[src/rtl/sdrd_deserializer.sv]
// sdrd_deserializer
//
// Collects the SDRD serial bit stream from the CLE36 sequencer and turns it
// into bytes. A bit is sampled on each qualified bus read into the CLE
// window. Bits are assembled LSB first. Each completed byte is offered to
// the host side over a valid/ready handshake.
//
// A qualified bus write into the same window resynchronises the shifter.
// An inactivity timeout discards a partially collected byte. A byte that
// completes while the output register is still occupied is dropped, and
// the sticky overrun flag is set.
//
// Optional feature: define SDRD_CHK_EN to build a running XOR checksum of
// delivered bytes on chk. When it is undefined, chk is tied to 0.
//
// Parameters:
//   TIMEOUT     idle clocks after the last sample before a partial byte is
//               discarded (1..65535)
// Ports:
//   clk         system clock, rising edge
//   rst         synchronous active-high reset
//   bus_stb     one-clock strobe per bus cycle
//   sser        serial select, active low
//   ba13, ba12  bus address bits
//   br_w        bus read (1) / write (0)
//   sdrd        serial data bit
//   dout        assembled byte
//   dout_valid  dout holds an undelivered byte
//   dout_ready  consumer accepts dout when valid and ready are both high
//   bitcnt      bits collected toward the current byte
//   overrun     sticky: a byte completed while the output was occupied
//   timeout     one-clock pulse when a partial byte is discarded
//   chk         running checksum (0 unless SDRD_CHK_EN)

module sdrd_deserializer #(
  parameter int unsigned TIMEOUT = 1023
) (
  input  logic       clk,
  input  logic       rst,
  input  logic       bus_stb,
  input  logic       sser,
  input  logic       ba13,
  input  logic       ba12,
  input  logic       br_w,
  input  logic       sdrd,
  output logic [7:0] dout,
  output logic       dout_valid,
  input  logic       dout_ready,
  output logic [2:0] bitcnt,
  output logic       overrun,
  output logic       timeout,
  output logic [7:0] chk
);

  typedef enum logic {
    IDLE    = 1'b0,
    COLLECT = 1'b1
  } state_t;

  localparam logic [16:0] TMO_LIMIT = 17'(TIMEOUT);

  state_t      state;
  state_t      state_next;

  logic        win;
  logic        sample;
  logic        resync;

  // Only the seven oldest bits need storage. The eighth bit arrives with the
  // completing sample and goes straight into the output byte.
  logic [6:0]  shreg;
  logic [7:0]  byte_next;
  logic [15:0] idle_cnt;

  logic        complete;
  logic        tmo_hit;
  logic        cnt_run;
  logic        load_out;

  assign win       = ~sser & ~ba13 & ba12;
  assign sample    = bus_stb & win & br_w;
  assign resync    = bus_stb & win & ~br_w;
  assign byte_next = {sdrd, shreg};

  // State register
  always_ff @(posedge clk) begin
    if (rst) begin
      state <= IDLE;
    end else begin
      state <= state_next;
    end
  end

  // Next-state logic. Resync takes priority over everything else.
  // Sample and resync are exclusive because they depend on opposite
  // values of br_w.
  always_comb begin
    state_next = state;
    unique case (state)
      IDLE: begin
        if (!resync && sample) begin
          state_next = COLLECT;
        end
      end
      COLLECT: begin
        if (resync || complete || tmo_hit) begin
          state_next = IDLE;
        end
      end
    endcase
  end

  // Control decode from the state. The timeout fires on the clock where the
  // idle count would reach TIMEOUT. A sample or resync on that same clock
  // suppresses it.
  always_comb begin
    cnt_run  = 1'b0;
    complete = 1'b0;
    tmo_hit  = 1'b0;
    load_out = 1'b0;
    cnt_run  = (state == COLLECT);
    complete = sample && (bitcnt == 3'd7);
    tmo_hit  = cnt_run && !sample && !resync &&
               (({1'b0, idle_cnt} + 17'd1) == TMO_LIMIT);
    load_out = complete && (!dout_valid || dout_ready);
  end

  // Shifter, bit counter and idle counter
  always_ff @(posedge clk) begin
    if (rst) begin
      shreg    <= '0;
      bitcnt   <= '0;
      idle_cnt <= '0;
      timeout  <= 1'b0;
    end else begin
      timeout <= tmo_hit;
      if (resync) begin
        shreg    <= '0;
        bitcnt   <= '0;
        idle_cnt <= '0;
      end else if (sample) begin
        shreg    <= {sdrd, shreg[6:1]};
        bitcnt   <= bitcnt + 3'd1;
        idle_cnt <= '0;
      end else if (tmo_hit) begin
        shreg    <= '0;
        bitcnt   <= '0;
        idle_cnt <= '0;
      end else if (cnt_run) begin
        idle_cnt <= idle_cnt + 16'd1;
      end
    end
  end

  // One-byte output register with overrun detection. Accept and new
  // completion on the same clock reload with no bubble.
  always_ff @(posedge clk) begin
    if (rst) begin
      dout       <= '0;
      dout_valid <= 1'b0;
      overrun    <= 1'b0;
    end else begin
      if (load_out) begin
        dout       <= byte_next;
        dout_valid <= 1'b1;
      end else if (dout_valid && dout_ready) begin
        dout_valid <= 1'b0;
      end

      if (resync) begin
        overrun <= 1'b0;
      end else if (complete && !load_out) begin
        overrun <= 1'b1;
      end
    end
  end

`ifdef SDRD_CHK_EN
  // Running XOR of every byte loaded into the output register. Dropped
  // bytes are not included.
  always_ff @(posedge clk) begin
    if (rst) begin
      chk <= '0;
    end else if (resync) begin
      chk <= '0;
    end else if (load_out) begin
      chk <= chk ^ byte_next;
    end
  end
`else
  assign chk = 8'h00;
`endif

endmodule

[config.mk]
export PLATFORM = sky130hd
export DESIGN_NAME = sdrd_deserializer
export DESIGN_NICKNAME = d
export VERILOG_FILES = /design/src/rtl/sdrd_deserializer.sv
export SDC_FILE = /design/constraint.sdc
export NUM_CORES = 1
export LEC_CHECK = 0
export BUFFER_PORTS_ARGS = -buffer_cell sky130_fd_sc_hd__clkbuf_2
export CAP_MARGIN = 10
export CORE_MARGIN = 8
export CORE_UTILIZATION = 45
export DETAILED_ROUTE_END_ITERATION = 16
export GPL_ROUTABILITY_DRIVEN = 0
export GPL_TIMING_DRIVEN = 0
export PLACE_DENSITY = 0.66
export SLEW_MARGIN = 20
export SYNTH_ARGS = -nofsm -noshare
export SYNTH_HDL_FRONTEND = slang
export SYNTH_SLANG_ARGS = --single-unit
[constraint.sdc]
create_clock -name clk -period 2.3 [get_ports clk]
set_input_delay 0.23 -clock clk [delete_from_list [all_inputs] [get_ports clk]]
set_output_delay 0.23 -clock clk [all_outputs]
set_load 0.05 [all_outputs]
---- After elaboration in Yosys (flattened, before gate mapping) ----
Index checks and enable logic that the tools add are counted.
storage, ports and cells
  register bits after elaboration ......... 38
  bits of input ports ..................... 9
cells by class
  add/sub/neg operators ................... 3
  equal/unequal tests ..................... 2
  mux-type cells .......................... 9
  bitwise gates (word level) .............. 9
  reductions and logical operators ........ 19
operators with widths
  cell                                                    number
  adder 16 x 1 -> 17 bit (second input constant)          1
  equality test 17 x 10 -> 1 bit (second input constant)  1
  adder 16 x 1 -> 16 bit (second input constant)          1
  2-to-1 mux 7 bit                                        2
  logical AND 1 bit                                       8
  2-to-1 mux 3 bit                                        2
  bitwise AND 1 bit                                       5
  zero test 1 bit                                         4
  2-to-1 mux 1 bit                                        4
  inverter 1 bit                                          4
  nonzero test 2 bit                                      2
  OR reduction 4 bit                                      1
  adder 3 x 1 -> 3 bit (second input constant)            1
  equality test 3 bit (second input constant)             1
  logical OR 1 bit                                        3
  case mux 1 bit (2 select lines)                         1
  OR reduction 2 bit                                      1

---- Logic depth before layout (Yosys ltp) ----
  depth in word-level cells ............... 12
  depth in mapped cells ................... 9
  gate-level depth less buffers ........... 8

---- Worst setup path after synthesis ----
No wires, ideal clock.
  kind .................................... flip-flop to flip-flop
  start point ............................. reg idle_cnt[0]
  end point ............................... reg shreg[1]
  setup time .............................. 0.067 ns
  arrival ................................. 2.019 ns
  data required time ...................... 2.233 ns
  setup slack ............................. 0.215 ns
  cell stages (with the launch flop) ...... 10
  clock period less this slack ............ 2.085 ns
  path through ............................ dfxtp_1 > ha_1 > buf_2 > nand4_1 > nor4_1 > mux2i_1 > nand2_1 > a31o_4 > buf_6 > o21ai_2
on the way
  longest elaborated chain between the ends .. 4
RTL lines
  item                            RTL line  source
  from (decl)                     73        logic [15:0] idle_cnt;
  from (signal assigned)          150       idle_cnt <= idle_cnt + 16'd1;
  adder 16 x 1 -> 17 bit          124       (({1'b0, idle_cnt} + 17'd1) == TMO_LIMIT);
  equality test 17 x 10 -> 1 bit  124
  logical AND 1 bit               123       tmo_hit = cnt_run && !sample && !resync &&
  nonzero test 2 bit (no line)    --
  to (signal assigned)            142       shreg <= {sdrd, shreg[6:1]};
  to (decl)                       71        logic [6:0] shreg;
No other way between the ends.
A chain may end at the register's enable or synchronous reset.

---- Worst setup path in the final report ----
  start point ............................. reg idle_cnt[0]
  end point ............................... reg idle_cnt[5]
on the way
  longest elaborated chain between the ends .. 4
  elaborated cells between the ends (all ways) .. 5
  classes of those cells .................. add/sub (2); eq/ne (1); reduce/logical (2)
RTL lines
  item                            RTL line
  adder 16 x 1 -> 17 bit          124
  equality test 17 x 10 -> 1 bit  124
  logical AND 1 bit               123
  OR reduction 4 bit (no line)    --
Parallel ways exist; a longest one is shown, timed or not.

==> metrics.cfg <==
[routing]
routedWlPerCell_um = 11.6
drtPass1Iterations = 4
totalWireLength_um = 3570
routed-via-count = 1496
via_per_inst = 4.86
ant_nets = 0
drt-initial-drc-count = 85
drc = 0

[worst_setup_path]
worst-setup-path-type = reg -> reg
cp-start-kind = register
critPathMaxFanout = 10
r2r_cells = 9
critical_path_arrival_ns = 2.34
cp.required_ns = 2.53
end_kind = register

[hold_path]
min_path_type = in -> reg
whs_path_depth = 3

[timing]
finalSetupTns_ns = 0
min_period_ns = 2.11
hold_viol_final = 0
hold_ws_ns = 0.172
setup_viol = 0
finClkSkew_ns = 0.00419
slew_violations = 0
relSlewSlack_pct = 37.9
max_slew.worst_pin.slew_ns = 0.924
finalCritPeriodShare_pct = 91.8
fmax_mhz = 474

[placed_design]
post-dp-hpwl_um = 2570
dp_cells = 299
io_buffers = 21

[finish]
final_cells = 308
regArea_um2 = 768
drive_gt1_share_pct = 22.9
fin_util_pct = 55.8
multi_input_area_um2 = 958
diodes = 0
syn2layout_area_growth_pct = 20.5
nets = 270
nFillCells = 374

[global_route]
antenna_found_initial = 0
grt_max_degree = 14
grt_use_total_pct = 12.2
grt.overflow.total = 0
grt_pass1_vias = 1386
grt_pass1_wl_um = 6230

[synthesis]
ys_seq_area_share_pct = 41.7
synth.distinct_cells = 38
synth_area_leaders = dfxtp_1, nor2_1, xor2_1
synth_seq_cells = 38
synth_area_mm2 = 0.00182
yosys_warnings = 0
synth_top_area_cell = dfxtp_1
synth_top_area_share_pct = 41.7
syn-instance-count = 221
syn_avg_cell_area_um2 = 8.25

[clock_network]
h-tree-depth = 2
holdBufCountCts = 0
clockBufferDepth = 2
cts_tree = done
worstSkewPairLatency_ns = 0.29
ctsRootBufferMaster = clkbuf_8
clk_pin_slew_ns = 0.08
cts_buffers = 5
clock-sinks = 38

[flow_run]
drv_cap = 0

[die]
io_pins = 31
die_h_um = 79.7
row_count = 23
die_w_um = 79.7
start_util_pct = 46.3
die_area_mm2 = 0.00635
core_area_mm2 = 0.00394

[power_and_ir_drop]
peakVddDrop_mv = 0.341
power_mw = 1.42
leakage_nw = 0.882
powerDensity_mw_per_mm2 = 645

[run_status]
outcome = completed

[synth_stat cells]
cell type / n
nor4_1: 3
and2_1: 2
or2_2: 1
or3b_2: 1
and3_1: 5
a41oi_1: 1
nand3_1: 9
ha_1: 4
nand2_2: 1
mux2i_1: 2
o21ai_0: 6
o21ai_2: 5
nand4_1: 6
a2bb2oi_1: 1
buf_6: 2
xor2_1: 14
buf_2: 2
o211ai_1: 1
a31o_4: 1
nor2_1: 35
nand3_2: 1
xnor2_1: 5
or4_1: 1
nand2b_1: 1
nand2_1: 24
dfxtp_1: 38
a21oi_1: 10
nor3b_1: 1
conb_1: 1
clkbuf_1: 5
a211oi_1: 2
and3_2: 1
buf_4: 8
inv_1: 12
a31o_2: 1
o32ai_1: 2
nand3b_1: 1
nor3_1: 5
[where the power goes]
group | total [mW] | switching (mW) | internal (mW)
sequential | 0.660 | 0.00221 | 0.657
combinational | 0.0791 | 0.0546 | 0.0245
clock | 0.680 | 0.246 | 0.435
[worst paths after layout]
kind                            slack [ns]     endpoint         from
worst max-delay path                  0.19  idle_cnt[5]  idle_cnt[0]
worst min-delay path                  0.17     shreg[6]         sdrd
worst max register to register        0.19  idle_cnt[5]  idle_cnt[0]
worst min register to register        0.46     shreg[1]     shreg[2]
[sequential cells by signal, indices dropped and copies added (netlist names)]
signal	flops
idle_cnt	16
dout_valid	1
dout	8
timeout	1
overrun	1
bitcnt	3
shreg	7
cnt_run	1
[cell usage in the layout (no fill, tap or decap), types with 2 or more instances in the layout]
cell	instances
clkbuf_2	21
o32ai_1	2
nor2_1	35
nor3_1	3
nand4_1	6
clkbuf_8	5
nor4_1	2
buf_4	9
and2_1	2
nand2_1	24
nor3_2	2
dfxtp_1	36
mux2i_1	2
a211oi_1	2
a21oi_1	10
clkbuf_1	5
conb_1	8
xnor2_1	5
and3_1	5
dfxtp_4	2
o21ai_0	6
xor2_1	14
buf_6	2
ha_1	4
o21ai_2	5
bufinv_16	2
nand3_1	9
inv_1	12
[layout make-up]
cell class                      instances  share of cell area (%)
Multi-Input combinational cell        161                    43.6
Timing Repair Buffer                   22                    5.12
Tap cell                               50                    2.85
Sequential cell                        38                    34.9
Clock buffer                            5                    3.13
Clock inverter                          3                    3.13
Inverter                               12                    2.05
Buffer                                 17                    5.18
[worst max-delay path: stages (launching register included)]
cell	delay, ns
dfxtp_4	0.38
ha_1	0.14
clkbuf_4	0.17
nand4_1	0.22
nor4_4	0.25
mux2i_1	0.24
nand2_1	0.12
a31o_4	0.27
buf_6	0.15
nor2_1	0.10
[cells by family (layout without fill, tap and decap cells)]
logic type	Yosys count	in the layout	synth area share, %
xor gates and xnor gates	19	19	9.12
buffers and inverters	29	59	8.57
and+or+nand+nor	98	98	25.2
adders and majority gates	4	4	2.74
muxes	2	2	1.10
other	1	8	0.206
AOI/OAI and AO/OA	30	30	11.4
DFF	38	38	41.7
[metal layers]
layer  vias up  part of all wire (%)  GRT usage [%]
met1       669                    48           14.6
li1        801                     -              -
met3         5                   5.8           3.83
met5         -                     0              0
met2        21                    45           18.6
met4         0                   1.8           7.22
[through the flow]
stage | instance area [um2] | setup slack, ns
after global placement | 2020 | -0.0317
after global routing | 2200 | -0.0215
final | 2200 | 0.189
after floorplan | 1850 | 0.215
after CTS | 2160 | 0.0119
after detailed placement | 2020 | -0.0355
[timing repair]
action,CTS,global route
resized for setup,1,8
hold endpoints to repair,0,0
setup endpoints to repair,22,27
gates cloned,0,0
buffers inserted,0,1
pin swaps,0,3
No activity file was read; power rests on OpenSTA's default activity.
